File: src/rtl/uart_tx_fifo.sv
// -----------------------------------------------------------------------------
// uart_tx_fifo
//
// Buffered UART transmitter. Bytes are accepted over a valid/ready handshake
// into a small FIFO. The serializer drains the FIFO and drives 8N1 (or 8N2)
// frames on ser_tx: start bit, 8 data bits LSB first, then stop bit(s).
// Consecutive frames abut with no idle gap while the FIFO is non-empty.
//
// Optional feature (macro UART_TX_PARITY_EN): an even-parity bit (XOR of the
// data bits) is inserted after data bit 7. Without the macro there is no
// parity logic at all.
//
// Parameters:
//   CLOCKS_PER_BIT  clock cycles per serial bit (>= 2)
//   FIFO_DEPTH      byte entries (power of two, >= 2)
//   STOP_BITS       stop bits per frame (1 or 2)
//
// Ports:
//   clock       system clock, all logic on posedge
//   reset       synchronous active-high reset
//   in_data     byte to transmit
//   in_valid    in_data valid
//   in_ready    FIFO can accept (registered count != FIFO_DEPTH)
//   ser_tx      registered serial line, idle high
//   busy        serializer not idle
//   fifo_count  current FIFO occupancy, 0..FIFO_DEPTH
// -----------------------------------------------------------------------------
module uart_tx_fifo #(
  parameter int CLOCKS_PER_BIT = 8,
  parameter int FIFO_DEPTH     = 4,
  parameter int STOP_BITS      = 1
) (
  input  logic                          clock,
  input  logic                          reset,
  input  logic [7:0]                    in_data,
  input  logic                          in_valid,
  output logic                          in_ready,
  output logic                          ser_tx,
  output logic                          busy,
  output logic [$clog2(FIFO_DEPTH):0]   fifo_count
);

  localparam int AW = $clog2(FIFO_DEPTH);
  localparam int DW = $clog2(CLOCKS_PER_BIT);
  localparam logic [AW:0]   FULL      = (AW+1)'(FIFO_DEPTH);
  localparam logic [DW-1:0] DLY_LAST  = DW'(CLOCKS_PER_BIT - 1);
  localparam logic [3:0]    STOP_LAST = 4'(STOP_BITS - 1);
`ifdef UART_TX_PARITY_EN
  localparam logic [3:0]    LAST_IDX  = 4'd8;
`else
  localparam logic [3:0]    LAST_IDX  = 4'd7;
`endif

  typedef enum logic [1:0] {IDLE, START, DATA, STOP} state_e;

  state_e          state_q, state_d;
  logic [DW-1:0]   dly_q, dly_d;
  logic [3:0]      idx_q, idx_d;
  logic [7:0]      shift_q, shift_d;
  logic            tx_q, tx_d;
`ifdef UART_TX_PARITY_EN
  logic            par_q, par_d;
`endif

  logic [7:0]      mem_q [FIFO_DEPTH];
  logic [AW-1:0]   wr_q, rd_q;
  logic [AW:0]     cnt_q;

  logic            push, pop, load, dly_last, fifo_nonempty;

  // in_ready depends only on the registered count, never on this cycle's pop,
  // so a full FIFO refuses a push even when a pop happens on the same edge.
  assign in_ready      = (cnt_q != FULL);
  assign push          = in_valid && in_ready;
  assign fifo_nonempty = (cnt_q != '0);
  assign dly_last      = (dly_q == DLY_LAST);

  assign ser_tx     = tx_q;
  assign busy       = (state_q != IDLE);
  assign fifo_count = cnt_q;

  // Serializer next-state logic
  always_comb begin
    state_d = state_q;
    dly_d   = dly_q;
    idx_d   = idx_q;
    shift_d = shift_q;
    tx_d    = tx_q;
`ifdef UART_TX_PARITY_EN
    par_d   = par_q;
`endif
    load    = 1'b0;

    case (state_q)
      IDLE: begin
        tx_d = 1'b1;
        load = fifo_nonempty;
      end
      START: begin
        if (dly_last) begin
          dly_d   = '0;
          idx_d   = '0;
          state_d = DATA;
          tx_d    = shift_q[0];
        end else begin
          dly_d = dly_q + DW'(1);
        end
      end
      DATA: begin
        if (dly_last) begin
          dly_d = '0;
          if (idx_q == LAST_IDX) begin
            // idx is reused as the stop-bit counter
            idx_d   = '0;
            state_d = STOP;
            tx_d    = 1'b1;
          end else begin
            idx_d   = idx_q + 4'd1;
            shift_d = {1'b0, shift_q[7:1]};
`ifdef UART_TX_PARITY_EN
            tx_d    = (idx_q == 4'd7) ? par_q : shift_q[1];
`else
            tx_d    = shift_q[1];
`endif
          end
        end else begin
          dly_d = dly_q + DW'(1);
        end
      end
      STOP: begin
        if (dly_last) begin
          dly_d = '0;
          if (idx_q != STOP_LAST) begin
            idx_d = idx_q + 4'd1;
          end else if (fifo_nonempty) begin
            // back-to-back: next start bit follows the last stop cycle directly
            load = 1'b1;
          end else begin
            state_d = IDLE;
          end
        end else begin
          dly_d = dly_q + DW'(1);
        end
      end
      default: state_d = IDLE;
    endcase

    if (load) begin
      state_d = START;
      dly_d   = '0;
      idx_d   = '0;
      tx_d    = 1'b0;
      shift_d = mem_q[rd_q];
`ifdef UART_TX_PARITY_EN
      par_d   = ^mem_q[rd_q];
`endif
    end
  end

  assign pop = load;

  // Control state register
  always_ff @(posedge clock) begin
    if (reset) begin
      state_q <= IDLE;
      dly_q   <= '0;
      idx_q   <= '0;
      tx_q    <= 1'b1;
      wr_q    <= '0;
      rd_q    <= '0;
      cnt_q   <= '0;
    end else begin
      state_q <= state_d;
      dly_q   <= dly_d;
      idx_q   <= idx_d;
      tx_q    <= tx_d;
      if (push) wr_q <= wr_q + AW'(1);
      if (pop)  rd_q <= rd_q + AW'(1);
      case ({push, pop})
        2'b10:   cnt_q <= cnt_q + (AW+1)'(1);
        2'b01:   cnt_q <= cnt_q - (AW+1)'(1);
        default: cnt_q <= cnt_q;
      endcase
    end
  end

  // Data registers: no reset, contents are qualified by the control state
  always_ff @(posedge clock) begin
    if (push) mem_q[wr_q] <= in_data;
    shift_q <= shift_d;
`ifdef UART_TX_PARITY_EN
    par_q   <= par_d;
`endif
  end

endmodule

File: config.mk
export PLATFORM = sky130hd
export DESIGN_NAME = uart_tx_fifo
export DESIGN_NICKNAME = d
export VERILOG_FILES = /design/src/rtl/uart_tx_fifo.sv
export SDC_FILE = /design/constraint.sdc
export NUM_CORES = 1
export LEC_CHECK = 0
export ABC_AREA = 1
export ABC_CLOCK_PERIOD_IN_PS = 2650
export CAP_MARGIN = 15
export CORE_MARGIN = 3
export CORE_UTILIZATION = 50
export DETAILED_ROUTE_END_ITERATION = 12
export MAX_ROUTING_LAYER = met4
export PLACE_DENSITY = 0.69
export SLEW_MARGIN = 15
export SYNTH_ARGS = -nofsm -noshare
export SYNTH_HDL_FRONTEND = slang
export SYNTH_SLANG_ARGS = --single-unit
File: constraint.sdc
create_clock -name clock -period 2.65 [get_ports clock]
set_input_delay 0.265 -clock clock [delete_from_list [all_inputs] [get_ports clock]]
set_output_delay 0.265 -clock clock [all_outputs]
set_load 0.005 [all_outputs]
==> flow_metrics.env <==
export IMPL_min_period_ns=2.407
export IMPL_post_cts_setup_buffer_count=0
export IMPL_num_rows=26
export IMPL_nets=333
export IMPL_min_from="dly_q[2]$_SDFFE_PP0P_"
export IMPL_area_delta_synth_final_pct=16.66
export IMPL_core_um2=5205
export IMPL_finClkSkew_ns=0.009261
export IMPL_worstPathArrival_ns=2.63
export IMPL_drt_iter0_markers=90
export IMPL_clk_pin_slew_ns=0.07
export IMPL_p_leak_nw=1.271
export IMPL_power_density_nw_per_um2=1097
export IMPL_crit_buf_inv=3
export IMPL_antenna_found_initial=0
export IMPL_crit_fanout=12
export IMPL_portBuffers=16
export IMPL_vias_per_cell=5.026
export IMPL_syn_nets=304
export IMPL_finalSetupViolations=0
export IMPL_status="complete, no violations"
export IMPL_hold_path_class="reg2reg"
export IMPL_ys_warn_count=0
export IMPL_overflow=0
export IMPL_max_slew_worst_pin_slew_ns=0.7266
export IMPL_synth_ff_latch_count=59
export IMPL_start_util_pct=52.67
export IMPL_grt_use_total_pct=18.71
export IMPL_fill_cells=439
export IMPL_start_kind="flop"
export IMPL_crit_type="reg2reg"
export IMPL_htreeDepth=3
export IMPL_vdd_drop_max_mv=0.5587
export IMPL_cpMaxStageDelayCell="dfxtp_1"
export IMPL_fin_tns_setup_ns=0
export IMPL_syn_mean_instance_area_um2=9.897
export IMPL_path_cells="inv_1 -> ha_1 -> a21oi_2 -> nand2_4 -> inv_4 -> ha_1 -> inv_1 -> fa_1 -> a21oi_1 -> o21ai_0 -> o21ai_0 -> a21oi_1"
export IMPL_drc=0
export IMPL_drive_gt1_share_pct=12.54
export IMPL_critical_path_max_stage_delay_ns=0.40
export IMPL_worst_skew_pair_late_latency_ns=0.34
export IMPL_relSlewSlack_pct=51.23
export IMPL_timing_max_cap_violations=0
export IMPL_ios=17
export IMPL_rsz0062_at_grt="no"
export IMPL_cts_hold_buf=0
export IMPL_ant_nets=0
export IMPL_seq_area_frac_synth_pct=57.69
export IMPL_cts_tree="done"
export IMPL_ctsResizeCount=0
export IMPL_cts_buffers=9
export IMPL_path_delay_family="adder cells"
export IMPL_cts_sinks=59
export IMPL_cts_path_max_buffers=2
export IMPL_synthesis_area_um2=2741
export IMPL_finalCritPeriodShare_pct=90.84
export IMPL_clockRootBuffer="clkbuf_8"
export IMPL_end_kind="flop"
export IMPL_first_pass_iters=4
export IMPL_cp_data_required_time_ns=2.88
export IMPL_wl_um=4986
export IMPL_die_height_um=80.05
export IMPL_power_total_mw=3.509
export IMPL_crit_start="state_q[0]$_SDFFE_PP0P_"
export IMPL_synthCells=277
export IMPL_dp_hpwl_um=3479
export IMPL_wire_per_inst_um=13.09
export IMPL_reg2reg_from="state_q[0]$_SDFFE_PP0P_"
export IMPL_die_width_um=80.05
export IMPL_grt_pass1_wl_um=8742
export IMPL_insertedDiodeCount=0
export IMPL_die_area_um2=6407
export IMPL_hold_viol_final=0
export IMPL_grt_pass1_vias=1890
export IMPL_ys_types=31
export IMPL_vias=1915
export IMPL_grt_max_degree=18
export IMPL_clock_fmax_mhz=415.4
export IMPL_maxSlewViolCount=0
export IMPL_place_gp_congestion=0.8311
==> worst register-to-register path: cells and delay by family, from the launching register on <==
family / cells / cell delay (ns)
adder cells (fa/ha/maj): 3 / 0.90
AO/OA/AOI/OAI: 5 / 0.63
flip-flops: 1 / 0.40
buffers and inverters: 3 / 0.31
AND/OR/NAND/NOR: 1 / 0.07
==> power breakdown <==
part	internal, mW	switching (mW)	leakage (nW)
registers	1.26	0.108	0.525
clock network	0.428	0.366	0.0849
logic	0.500	0.848	0.662
total	2.19	1.32	1.27
==> stage by stage <==
step | instance area (um^2) | worst slack (ns) | cells | hold WS, ns | util, %
after floorplan | 2741 | 0.3015 | 277 | 0.3320 | -
after global placement | 3002 | 0.2667 | 365 | 0.4633 | 57.67
after detailed placement | 3002 | 0.1689 | 365 | 0.4641 | 57.67
after CTS | 3194 | 0.1633 | 381 | 0.4780 | 61.37
after global routing | 3198 | 0.02711 | 381 | 0.5061 | 61.44
final | 3198 | 0.2427 | 381 | 0.4759 | 61.44
==> cell families (layout without fill, tap and decap cells) <==
| family | Yosys count | in the layout | share of synthesized area, % |
|---|---|---|---|
| flops | 59 | 59 | 57.69 |
| fa+ha+maj | 16 | 16 | 7.576 |
| buf+inv | 35 | 69 | 5.523 |
| simple gates | 113 | 113 | 18.07 |
| xor+xnor | 2 | 2 | 0.6391 |
| compound gates | 52 | 52 | 10.50 |
==> sequential cells by signal, indices dropped and copies added (netlist names), named ones only <==
register and count:
wr_q 2, ser_tx 1, fifo_count 3, shift_q 8, state_q 2, dly_q 3
idx_q 4, rd_q 2, mem_q 32
==> Yosys cell counts <==
| master | instances | area (um^2) |
|---|---|---|
| and3_4 | 1 | 11.26 |
| dfxtp_1 | 19 | 380.4 |
| a21oi_1 | 14 | 70.07 |
| buf_2 | 2 | 10.01 |
| o211ai_1 | 1 | 7.510 |
| nand4_1 | 2 | 12.51 |
| nor2_4 | 2 | 22.52 |
| inv_4 | 1 | 6.260 |
| nand2_4 | 1 | 11.26 |
| nor2_1 | 38 | 142.6 |
| nand3_1 | 5 | 25.02 |
| nand2_1 | 56 | 210.2 |
| nand3b_1 | 1 | 7.510 |
| fa_1 | 1 | 20.02 |
| inv_2 | 2 | 7.510 |
| a21oi_2 | 4 | 35.03 |
| nand2_2 | 3 | 18.77 |
| a31oi_1 | 1 | 6.260 |
| ha_1 | 15 | 187.7 |
| inv_1 | 28 | 105.1 |
| edfxtp_1 | 40 | 1201 |
| xor2_1 | 1 | 8.760 |
| o22ai_1 | 7 | 43.79 |
| o21ai_0 | 25 | 125.1 |
| buf_4 | 1 | 7.510 |
| nor3_1 | 1 | 5.000 |
| nor2_2 | 1 | 6.260 |
| nand3_2 | 1 | 10.01 |
| nand4_2 | 1 | 12.51 |
| buf_8 | 1 | 15.01 |
| xnor2_1 | 1 | 8.760 |
==> worst paths after layout <==
kind / cells after the start / to / slack, ns
worst min-delay path: 2 / dly_q[2]$_SDFFE_PP0P_ / 0.48
worst min register to register: 2 / dly_q[2]$_SDFFE_PP0P_ / 0.48
worst max register to register: 12 / fifo_count[2]$_SDFFE_PP0P_ / 0.24
worst max-delay path: 12 / fifo_count[2]$_SDFFE_PP0P_ / 0.24
==> metal layers <==
| layer | share of wire (%) | routed length [um] | global-route usage (%) | up-vias |
|---|---|---|---|---|
| met5 | 0 | 0 | - | - |
| met4 | 1.8 | 92 | 8.108 | 0 |
| met3 | 3.1 | 156 | 5.418 | 8 |
| met2 | 47 | 2328 | 28.48 | 25 |
| met1 | 48 | 2409 | 23.31 | 896 |
| li1 | - | - | - | 986 |
==> cell type report <==
class / count / area [um^2] / area share, %
Tap cell: 70 / 87.58 / 2.739
Clock inverter: 7 / 68.82 / 2.152
Clock buffer: 9 / 123.9 / 3.873
Multi-Input combinational cell: 183 / 1012 / 31.65
Inverter: 31 / 118.9 / 3.717
Sequential cell: 59 / 1582 / 49.45
Timing Repair Buffer: 22 / 205.2 / 6.416
==> layout by cell type, fill, tap and decap left out, types with 2 or more instances in the layout <==
cell and n:
edfxtp_1 40, nand2_1 56, dfxtp_1 19, nand3_1 5, clkinvlp_4 4, o22ai_1 7, o21ai_0 24, inv_1 28
nand4_1 2, a21oi_2 5, nand2_2 3, buf_4 6, clkbuf_8 9, a21oi_1 13, nor2_4 2, clkdlybuf4s50_1 16
ha_1 15, nor2_1 38, inv_2 2
Note: power is estimated with default switching activity, not from simulation.
